==> src/rtl/video_pic_overlay.sv <==
// Picture overlay pixel generator: ROM picture, colour bars and background
// composited behind a latency-matched sync delay line.
module video_pic_overlay #(
  parameter int COLOR_DEPTH = 8,
  parameter int X_BITS = 12,
  parameter int Y_BITS = 12,
  parameter int H_ACT = 1280,
  parameter int V_ACT = 720,
  parameter int PIC_W = 256,
  parameter int PIC_H = 256,
  parameter int ADDR_BITS = 16,
  parameter int RD_LAT = 1,
  parameter logic [3*COLOR_DEPTH-1:0] BACK_COLOR = 24'hE0FFFF,
  parameter logic [3*COLOR_DEPTH-1:0] KEY_COLOR = 24'hFF00FF
) (
  input  logic                     pix_clk,
  input  logic                     rstn,
  input  logic [X_BITS-1:0]        act_x,
  input  logic [Y_BITS-1:0]        act_y,
  input  logic                     vs_in,
  input  logic                     hs_in,
  input  logic                     de_in,
  input  logic [1:0]               mode,
  input  logic [X_BITS-1:0]        pic_x,
  input  logic [Y_BITS-1:0]        pic_y,
  input  logic                     key_en,
  output logic [ADDR_BITS-1:0]     rom_addr,
  input  logic [3*COLOR_DEPTH-1:0] rom_rd_data,
  output logic                     vs_out,
  output logic                     hs_out,
  output logic                     de_out,
  output logic [3*COLOR_DEPTH-1:0] pixel_data
);

  localparam int PW = 3 * COLOR_DEPTH;
  localparam int BAR_W = H_ACT / 8;
  localparam logic [X_BITS-1:0] PX_RST = X_BITS'((H_ACT - PIC_W) / 2);
  localparam logic [Y_BITS-1:0] PY_RST = Y_BITS'((V_ACT - PIC_H) / 2);

  typedef struct packed {
    logic       vs;
    logic       hs;
    logic       de;
    logic       in_pic;
    logic [3:0] bar;
    logic [1:0] mode;
    logic       key;
  } meta_t;

  logic [1:0]        mode_s;
  logic [X_BITS-1:0] px_s;
  logic [Y_BITS-1:0] py_s;
  logic              key_s;
  logic              vs_q;

  logic [X_BITS-1:0] bar_cnt;
  logic [3:0]        bar_idx;

  logic [X_BITS:0]   x_end;
  logic [Y_BITS:0]   y_end;
  logic [X_BITS-1:0] dx;
  logic [Y_BITS-1:0] dy;
  logic              in_pic;
  logic [ADDR_BITS-1:0] addr_n;

  meta_t pipe [RD_LAT+1];
  meta_t s0;
  meta_t m;

  logic          br, bg, bb;
  logic [PW-1:0] bar_rgb;
  logic [PW-1:0] base;
  logic          hit;
  logic [PW-1:0] pix_n;

  assign x_end = {1'b0, px_s} + (X_BITS+1)'(PIC_W);
  assign y_end = {1'b0, py_s} + (Y_BITS+1)'(PIC_H);
  assign dx = act_x - px_s;
  assign dy = act_y - py_s;

  // Sums are one bit wider so a picture near the edge clips, never wraps
  assign in_pic = de_in
    && act_x < X_BITS'(H_ACT) && act_y < Y_BITS'(V_ACT)
    && act_x >= px_s && {1'b0, act_x} < x_end
    && act_y >= py_s && {1'b0, act_y} < y_end;

  assign addr_n = ADDR_BITS'(32'(dy) * 32'(PIC_W) + 32'(dx));

  always_ff @(posedge pix_clk or negedge rstn) begin
    if (!rstn) begin
      vs_q   <= 1'b0;
      mode_s <= 2'd1;
      px_s   <= PX_RST;
      py_s   <= PY_RST;
      key_s  <= 1'b0;
    end else begin
      vs_q <= vs_in;
      if (vs_in && !vs_q) begin
        mode_s <= mode;
        px_s   <= pic_x;
        py_s   <= pic_y;
        key_s  <= key_en;
      end
    end
  end

  // Index 8 and above selects black past the last full bar
  always_ff @(posedge pix_clk or negedge rstn) begin
    if (!rstn) begin
      bar_cnt <= '0;
      bar_idx <= '0;
    end else if (!de_in) begin
      bar_cnt <= '0;
      bar_idx <= '0;
    end else if (bar_cnt == X_BITS'(BAR_W - 1)) begin
      bar_cnt <= '0;
      if (bar_idx != 4'd8) bar_idx <= bar_idx + 4'd1;
    end else begin
      bar_cnt <= bar_cnt + X_BITS'(1);
    end
  end

  always_ff @(posedge pix_clk or negedge rstn) begin
    if (!rstn) rom_addr <= '0;
    else if (in_pic) rom_addr <= addr_n;
  end

  always_comb begin
    s0        = '0;
    s0.vs     = vs_in;
    s0.hs     = hs_in;
    s0.de     = de_in;
    s0.in_pic = in_pic;
    s0.bar    = bar_idx;
    s0.mode   = mode_s;
    s0.key    = key_s;
  end

  always_ff @(posedge pix_clk or negedge rstn) begin
    if (!rstn) begin
      for (int i = 0; i <= RD_LAT; i++) pipe[i] <= '0;
    end else begin
      pipe[0] <= s0;
      for (int i = 1; i <= RD_LAT; i++) pipe[i] <= pipe[i-1];
    end
  end

  assign m = pipe[RD_LAT];

  assign br = !m.bar[3] && !m.bar[1];
  assign bg = !m.bar[3] && !m.bar[2];
  assign bb = !m.bar[3] && !m.bar[0];
  assign bar_rgb = {{COLOR_DEPTH{br}}, {COLOR_DEPTH{bg}}, {COLOR_DEPTH{bb}}};

  assign base = m.mode[1] ? bar_rgb : BACK_COLOR;
  assign hit = m.mode[0] && m.in_pic
    && !(m.key && rom_rd_data == KEY_COLOR);
  assign pix_n = !m.de ? BACK_COLOR : (hit ? rom_rd_data : base);

  always_ff @(posedge pix_clk or negedge rstn) begin
    if (!rstn) begin
      vs_out     <= 1'b0;
      hs_out     <= 1'b0;
      de_out     <= 1'b0;
      pixel_data <= BACK_COLOR;
    end else begin
      vs_out     <= m.vs;
      hs_out     <= m.hs;
      de_out     <= m.de;
      pixel_data <= pix_n;
    end
  end

endmodule

==> config.mk <==
export PLATFORM = sky130hd
export DESIGN_NAME = video_pic_overlay
export DESIGN_NICKNAME = d
export VERILOG_FILES = /design/src/rtl/video_pic_overlay.sv
export SDC_FILE = /design/constraint.sdc
export NUM_CORES = 1
export LEC_CHECK = 0
export ABC_AREA = 1
export CAP_MARGIN = 10
export CELL_PAD_IN_SITES_DETAIL_PLACEMENT = 1
export CELL_PAD_IN_SITES_GLOBAL_PLACEMENT = 1
export CORE_UTILIZATION = 40
export CTS_CLUSTER_SIZE = 14
export DETAILED_ROUTE_END_ITERATION = 10
export GPL_TIMING_DRIVEN = 0
export PLACE_DENSITY_LB_ADDON = 0.1
export REMOVE_ABC_BUFFERS = 1
export SYNTH_ARGS = -nofsm -noshare
export SYNTH_HDL_FRONTEND = slang
export SYNTH_SLANG_ARGS = --single-unit
export TNS_END_PERCENT = 1
==> constraint.sdc <==
create_clock -name pix_clk -period 8.9 [get_ports pix_clk]
set_clock_uncertainty 0.1 [all_clocks]
set_input_delay 1.78 -clock pix_clk [delete_from_list [all_inputs] [get_ports pix_clk]]
set_output_delay 1.78 -clock pix_clk [all_outputs]
set_load 0.02 [all_outputs]
Yosys cells after proc, flatten, opt, wreduce, memory -nomap -nowiden
Cells that the tools add are included.
{"block": "word_totals", "ff_bits": 108, "in_bits": 80}
{"block": "classes", "add_sub_neg": 7, "order_cmp": 6, "n_eq_ne": 5, "mux": 8, "reduce_logical": 20}
{"operator": "$mux W24", "n": 3}
{"operator": "$add A12 B9 Y13 const B", "n": 2}
{"operator": "$lt A12 B13 Y1", "n": 2}
{"operator": "$eq A24 B24 Y1 const B", "n": 1}
{"operator": "$ge A12 B12 Y1", "n": 2}
{"operator": "$mux W12", "n": 2}
{"operator": "$add A16 B12 Y16", "n": 1}
{"operator": "$logic_and A1 B1 Y1", "n": 13}
{"operator": "$add A12 B1 Y12 const B", "n": 1}
{"operator": "$eq A12 B8 Y1 const B", "n": 1}
{"operator": "$lt A12 B10 Y1 const B", "n": 1}
{"operator": "$lt A12 B11 Y1 const B", "n": 1}
{"operator": "$mux W4", "n": 3}
{"operator": "$sub A12 B12 Y12", "n": 1}
{"operator": "$sub A8 B8 Y8", "n": 1}
{"operator": "$logic_not A1 Y1", "n": 6}
{"operator": "$add A4 B1 Y4 const B", "n": 1}
{"operator": "$ne A2 B1 Y1 const B", "n": 2}
{"operator": "$ne A4 B4 Y1 const B", "n": 1}
{"operator": "$reduce_and A2 Y1", "n": 1}

Longest topological paths before layout
Gate-level depths: netlist of run 1.
{"block": "logic_depth", "ltp_word": 7, "ltp_mapped": 24}

Worst setup path before layout of run 1
No wires, ideal clock.
{"block": "synth_path", "path_type": "input to register", "start": "input port act_x[0]", "end": "register rom_addr[15]", "setup_time_ps": 116, "arrival_time_ps": 4051, "t_required_ps": 8684, "setup_slack_ps": 4632, "path_stages": 22, "n_path_buf": 0, "path_cell_list": "inv_1 -> ha_1 -> fa_1 -> nor2_2 -> nor2_2 -> nor3_1 -> nor2_1 -> nor2_1 -> nor2_1 -> xnor2_1 -> ha_1 -> nand3_1 -> nand2_1 -> nand2_1 -> nand2_1 -> nand2_1 -> nor2_1 -> nand2_1 -> nand2_1 -> nand2_1 -> nand2_1 -> nand2_1"}
{"block": "synth_between", "elab_chain_len": 7, "word_cells_on_any_way": 11, "cone_classes": "add/sub (2); order compare (3); reduce/logical (6)"}
{"element": "from (decl)", "line_no": "18", "text": "input logic [X_BITS-1:0] act_x,"}
{"element": "parallel branches: the longest is 7 deep, another holds $add A16 B12 Y16"}
{"element": "to (signal assigned)", "line_no": "125", "text": "else if (in_pic) rom_addr <= addr_n;"}
{"element": "to (decl)", "line_no": "27", "text": "output logic [ADDR_BITS-1:0] rom_addr,"}
Parallel ways; which one is timed is not known.
A chain may end at the register's enable or synchronous reset.

Worst setup path in the final report of run 1
{"block": "layout_path", "start": "input port act_x[2]", "end": "register rom_addr[15]"}
The elaborated chain is that of the path after synthesis.

==> results of run 1 <==
[final timing paths]
path | to | startpoint
worst min-delay path | m[2] | pipe[13]
worst max register to register | rom_addr[15] | px_s[2]
worst max-delay path | rom_addr[15] | act_x[2]
max in group asynchronous | pixel_data[21] | rstn
worst min register to register | m[2] | pipe[13]
min in group asynchronous | px_s[0] | rstn
[per-stage QoR]
step	cell area, µm²	total power, µW
global route	7660	1490
finish	7660	1400
global placement	7350	997
CTS	7660	1410
detailed placement	7380	1020
floorplan	5900	855
[cells by family after synthesis]
group | count (synthesis) | synth area share (%)
flops | 108 | 45.7
xor+xnor | 22 | 3.22
fa+ha+maj | 44 | 9.59
compound gates | 69 | 6.26
simple gates | 357 | 27.4
buf+inv | 104 | 6.85
mux | 5 | 0.942
[where the power goes]
part / leakage [µW] / internal (µW) / switching [µW]
registers: 0.00131 / 540 / 24.6
logic: 0.00222 / 186 / 256
clock network: 0.000135 / 200 / 191
total: 0.00366 / 926 / 471
[layout by cell type, fill, tap and decap left out, types with 3 or more instances in the layout]
cell / instances
sky130_fd_sc_hd__o21a_1: 4
sky130_fd_sc_hd__xnor2_1: 11
sky130_fd_sc_hd__nor2_2: 4
sky130_fd_sc_hd__clkbuf_16: 9
sky130_fd_sc_hd__nand3b_1: 3
sky130_fd_sc_hd__nand2_1: 140
sky130_fd_sc_hd__inv_1: 85
sky130_fd_sc_hd__nor3_1: 7
sky130_fd_sc_hd__nand3_2: 3
sky130_fd_sc_hd__nor2_1: 82
sky130_fd_sc_hd__a21oi_1: 45
sky130_fd_sc_hd__fa_1: 3
sky130_fd_sc_hd__clkdlybuf4s50_1: 121
sky130_fd_sc_hd__nand3_1: 65
sky130_fd_sc_hd__dfstp_2: 25
sky130_fd_sc_hd__nand2_2: 15
sky130_fd_sc_hd__xor2_1: 11
sky130_fd_sc_hd__nand4_1: 27
sky130_fd_sc_hd__mux2_2: 5
sky130_fd_sc_hd__o21ai_0: 14
sky130_fd_sc_hd__ha_1: 41
sky130_fd_sc_hd__dfrtp_1: 83
[flip-flops by register name, indices dropped and copies added (netlist names)]
name        flops
rom_addr       16
pipe           11
mode_s          2
de_out          1
px_s           12
pixel_data     24
bar_idx         4
py_s           12
m              11
bar_cnt        12
hs_out          1
vs_out          1
key_s           1
[layout make-up]
class	instances	area, µm²
Tap cell	184	230
Clock buffer	12	246
Sequential cell	108	2730
Multi-Input combinational cell	497	2840
Clock inverter	4	32.5
Timing Repair Buffer	123	1250
Inverter	88	330
Fill cell	1732	6880
[routing by layer]
| layer | part of all wire, % | vias up |
|---|---|---|
| met5 | 0 | - |
| met4 | 1.1 | 0 |
| met3 | 3.2 | 12 |
| met2 | 49 | 98 |
| met1 | 46 | 2501 |
| li1 | - | 2532 |
[worst max-delay path: stages]
cell	delay, ns
sky130_fd_sc_hd__clkdlybuf4s50_1	0.41
sky130_fd_sc_hd__ha_1	0.41
sky130_fd_sc_hd__nand2_1	0.08
sky130_fd_sc_hd__nor2_1	0.10
sky130_fd_sc_hd__nand2_1	0.07
sky130_fd_sc_hd__nand3_1	0.17
sky130_fd_sc_hd__nand2_1	0.10
sky130_fd_sc_hd__nand2_1	0.12
sky130_fd_sc_hd__nand3_1	0.08
sky130_fd_sc_hd__nand2_1	0.08
sky130_fd_sc_hd__xor2_1	0.30
sky130_fd_sc_hd__inv_1	0.08
sky130_fd_sc_hd__ha_1	0.29
sky130_fd_sc_hd__nand3_1	0.07
sky130_fd_sc_hd__nand2_1	0.10
sky130_fd_sc_hd__nand2_1	0.06
sky130_fd_sc_hd__nand2_1	0.07
sky130_fd_sc_hd__nand2_1	0.07
sky130_fd_sc_hd__nor2_1	0.15
sky130_fd_sc_hd__nand2_1	0.07
sky130_fd_sc_hd__nand2_1	0.06
sky130_fd_sc_hd__nand2_1	0.05
sky130_fd_sc_hd__nand2_1	0.07
sky130_fd_sc_hd__nand2_1	0.05
==> flow_summary.yaml, run 1 <==
hold_path:
  worstHoldPathCells: 0
  worstHoldPathType: "register to register"
drt:
  post_drt_via_cell_ratio: 5.06
  postRouteAntennaNets: 0
  drcViolationCount: 0
  via_count: 5143
  drt_iter0_markers: 198
  firstDrtPassIters: 4
  drt-wirelength-per-cell_um: 14.9
  drt-total-wl_mm: 15.2
logic_synthesis:
  synth_area_per_cell_um2: 8.43
  synth.area.top_cells: "sky130_fd_sc_hd__dfrtp_1, sky130_fd_sc_hd__dfstp_2, sky130_fd_sc_hd__nand2_1, sky130_fd_sc_hd__ha_1, sky130_fd_sc_hd__nand3_1"
  sequential_share_of_the_synthesized_area_pct: 45.7
  post_synth_num_cell_types: 39
  mappedNetlistArea_mm2: 0.00598
  ys_async_sr_fraction_pct: 100
  cell_taking_the_most_area_after_synthesis: "sky130_fd_sc_hd__dfrtp_1"
  post-synth-top-count-cell: "sky130_fd_sc_hd__nand2_1"
  count_of_state_elements_after_synthesis: 108
  synth_common_cells: "sky130_fd_sc_hd__nand2_1, sky130_fd_sc_hd__inv_1, sky130_fd_sc_hd__dfrtp_1"
  synth_enable_flop_cells: 0
  post_synth_inst_count: 709
  synthDominantCellAreaShare_pct: 34.7
  count_of_warnings_emitted_by_yosys: 0
  yosys_most_used_dff: "sky130_fd_sc_hd__dfrtp_1"
worst_setup_path:
  cp-start-kind: "input port"
  setup.reg_to_reg.worst_slack_ns: 5.63
  worst_setup_path_type: "input port to register"
  worst_ep_required_time_ns: 9.04
  critical_path.max_fanout: 6
  worstPathArrival_ns: 4.90
  r2r.worst_path.cells: 24
  critical_path.endpoint_type: "register"
clock_tree:
  cts_sinks: 108
  tritoncts.num_buffers: 9
  clock_latency_ns: 0.35
  path_clk_slew_ns: 0.07
  ctsRootBufferMaster: "sky130_fd_sc_hd__clkbuf_16"
  postCtsHoldBufs: 0
  post_cts_resize_count: 0
  cts_setup_buffers: 0
  cts_htree_levels: 3
  clk_path_buf_depth: 2
  tritoncts: "done"
placed_design:
  place_inst: 1000
  placement.io_buffers: 122
  place_hpwl_mm: 11.6
  globalplace.congestion: 0.796
  placement.setup.worst_slack_ns: 3.77
grt:
  antenna_found_initial: 0
  gr_usage_total_pct: 20.4
  met2_usage_pct: 35.0
  pin_count_of_the_biggest_net_entering_global_routing: 76
  grt_first_pass_wirelength_mm: 25.9
  gr-total-overflow: 0
  globalRouteMet3Util_pct: 3.10
  globalRoute.busiestLayer: "met2"
  vias_in_the_first_global_route: 5516
  grt_use_met1_pct: 26.7
final_layout:
  antenna_cells_inserted: 0
  drive_gt1_share_pct: 9.01
  number_of_cells_in_the_finished_layout_apart_from_fillers: 1016
  area_growth_syn_to_layout_pct: 28.1
  postLayoutCoreUtil_pct: 52.7
  final_net_count: 951
floorplanning:
  die_span_in_y_um: 124
  fp-row-count: 44
  floorplan.die_area_mm2: 0.0154
  die_x_um: 124
  floorplan.io_pins: 123
  initial_utilization_pct: 41.1
  floorplan.core_area_mm2: 0.0145
sta:
  rsz0062_at_grt: "false"
  final.period_utilization_pct: 53.4
  final_max_slew_viol_count: 0
  slew_headroom_pct: 36.8
  tightest_pin_transition_ns: 0.945
  finalHoldWorstSlack_ns: 0.246
  fmaxAchievable_mhz: 210
  setup_viol: 0
  finalHoldViolations: 0
  final.min_clock_period_ns: 4.75
  final.setup.tns_ns: 0
  setup_slack_ns: 4.15
pwr:
  power.static_leakage_uw: 0.00366
  powerDensity_mw_per_mm2: 182
  power.ir.vdd_worst_mv: 0.0834
run_status:
  status: "finished clean"
run:
  drv_cap: 0
(Power assumes the default switching activity.)
==> run 2, diff against run 1 <==
- CORE_UTILIZATION: 40 -> 38
- clock period: 8.9 -> 4.53 ns (I/O delays scaled with it)
==> run 2 against run 1 <==
Against the previous run: sequential power grew 97%; first-iteration DRC count shrank 3.5%; design area grew 0.88%; combinational power grew 98%; cell count grew 2.7%; worst hold slack gained 0.0033 ns; critical path type unchanged.
==> flow_summary.yaml, run 2 (same netlist as run 1, synthesis figures left out) <==
floorplanning:
  fp-row-count: 45
  die_x_um: 127
  floorplan.core_area_mm2: 0.0153
  initial_utilization_pct: 39.2
  die_span_in_y_um: 127
  floorplan.die_area_mm2: 0.0162
  floorplan.io_pins: 123
final_layout:
  number_of_cells_in_the_finished_layout_apart_from_fillers: 1043
  layout_top_registers: "pixel_data: 24 flops, rom_addr: 16 flops"
  final_net_count: 951
  postLayoutCoreUtil_pct: 50.6
  largest_reg_flops: 24
  most_common_cell_after_layout_fill_and_taps_aside: "sky130_fd_sc_hd__nand2_1"
  final_cell_area_mm2: 0.00772
  mostFrequentLayoutCells: "sky130_fd_sc_hd__nand2_1, sky130_fd_sc_hd__clkdlybuf4s50_1, sky130_fd_sc_hd__inv_1"
  area_growth_syn_to_layout_pct: 29.2
  drive_gt1_share_pct: 9.13
  fillCellCount: 1829
  antenna_cells_inserted: 0
  registers.top_by_ff_count: "pixel_data"
clock_tree:
  ctsRootBufferMaster: "sky130_fd_sc_hd__clkbuf_16"
  postCtsHoldBufs: 0
  cts_htree_levels: 3
  cts_setup_buffers: 0
  tritoncts: "done"
  tritoncts.num_buffers: 9
  post_cts_resize_count: 0
  clk_path_buf_depth: 2
  clock_latency_ns: 0.36
  cts_sinks: 108
  path_clk_slew_ns: 0.08
sta:
  final.period_utilization_pct: 86.7
  setup_viol: 0
  rsz0062_at_grt: "false"
  slew_headroom_pct: 38.1
  final.min_clock_period_ns: 3.93
  finalHoldViolations: 0
  tightest_pin_transition_ns: 0.925
  final_max_slew_viol_count: 0
  final.setup.tns_ns: 0
  fmaxAchievable_mhz: 255
  setup_slack_ns: 0.602
pwr:
  share_comb_of_total_power_pct: 30.9
  clockPowerShare_pct: 29.9
  p_seq_share_pct: 39.2
  powerDensity_mw_per_mm2: 366
  p_sw_share_pct: 34.0
  power.ir.vdd_worst_mv: 0.177
  internal_power_uw: 1870
  power_switching_uw: 962
  power.static_leakage_uw: 0.00368
worst_setup_path:
  critical_path.max_fanout: 4
  cp-start-kind: "input port"
  r2r.worst_path.cells: 16
  worst_ep_required_time_ns: 4.73
  worstPathArrival_ns: 4.13
  critical_path.endpoint_type: "register"
  worst_setup_path_type: "input port to register"
grt:
  vias_in_the_first_global_route: 5449
  gr-total-overflow: 0
  pin_count_of_the_biggest_net_entering_global_routing: 76
  antenna_found_initial: 0
  grt_first_pass_wirelength_mm: 25.8
  gr_usage_total_pct: 20.1
drt:
  post_drt_via_cell_ratio: 4.91
  firstDrtPassIters: 4
  drt_iter0_markers: 191
  drt-total-wl_mm: 15.6
  postRouteAntennaNets: 0
  via_count: 5124
  drcViolationCount: 0
  drt-wirelength-per-cell_um: 15.0
run_status:
  status: "finished clean"
placed_design:
  place_inst: 1027
  globalplace.congestion: 0.791
  place_hpwl_mm: 12.0
  dpl-instance-area_mm2: 0.00741
  placement.setup.worst_slack_ns: 0.290
  placement.io_buffers: 122
run:
  drv_cap: 0
hold_path:
  worstHoldPathCells: 0
  worstHoldPathType: "register to register"
-- run 2: worst max-delay path, stage by stage --
cell and delay, ns:
sky130_fd_sc_hd__clkdlybuf4s50_1 0.46, sky130_fd_sc_hd__inv_1 0.04, sky130_fd_sc_hd__ha_1 0.21, sky130_fd_sc_hd__fa_1 0.42, sky130_fd_sc_hd__nor2_2 0.15, sky130_fd_sc_hd__nor2_2 0.07
sky130_fd_sc_hd__nor3_1 0.13, sky130_fd_sc_hd__nor2_1 0.09, sky130_fd_sc_hd__xor2_1 0.20, sky130_fd_sc_hd__ha_1 0.21, sky130_fd_sc_hd__inv_1 0.06, sky130_fd_sc_hd__fa_1 0.40
sky130_fd_sc_hd__nor2_1 0.15, sky130_fd_sc_hd__o21ai_0 0.09, sky130_fd_sc_hd__nor2_1 0.15, sky130_fd_sc_hd__xor2_1 0.21, sky130_fd_sc_hd__nand2_1 0.09, sky130_fd_sc_hd__nand2_1 0.07
-- run 2: path summary, 6_finish.rpt --
check                      startpoint      endpoint  slack, ns
setup / recovery             act_x[0]  rom_addr[14]       0.60
min in group asynchronous        rstn       px_s[2]       0.40
hold reg to reg              pipe[17]          m[6]       0.25
max in group asynchronous        rstn     mode_s[0]       3.16
hold / removal               pipe[17]          m[6]       0.25
setup reg to reg              px_s[0]  rom_addr[14]       1.27
-- run 2: per-layer routing --
metal / routed length [µm] / part of all wire [%] / track usage, %
met5: 0 / 0 / 0
met4: 255 / 1.6 / 7.49
met3: 681 / 4.4 / 3.73
met2: 7860 / 50 / 35.4
met1: 6810 / 44 / 24.3
-- run 2: power groups by stage --
stage | Sequential (µW) | Clock (µW) | Combinational, µW
after floorplan | 1160 | 0 | 522
after global placement | 1120 | 0 | 838
after detailed placement | 1130 | 0 | 877
after CTS | 1110 | 868 | 886
after global routing | 1120 | 899 | 983
final | 1110 | 846 | 874
-- run 2: metrics by stage --
step	power, µW	hold WS [ns]
after floorplan	1680	0.231
after global placement	1960	0.235
after detailed placement	2010	0.236
after CTS	2870	0.252
after global routing	3000	0.258
final	2830	0.249
-- run 2: layout make-up --
cell class                 instances  area [µm²]  share of cell area, %
inverter                          88         330                   4.28
timing repair buffer             123        1250                   16.1
clock inverter                     6        83.8                   1.09
multi-input combinational        497        2840                   36.7
clock buffer                      10         229                   2.96
sequential                       108        2730                   35.4
tap                              211         264                   3.42
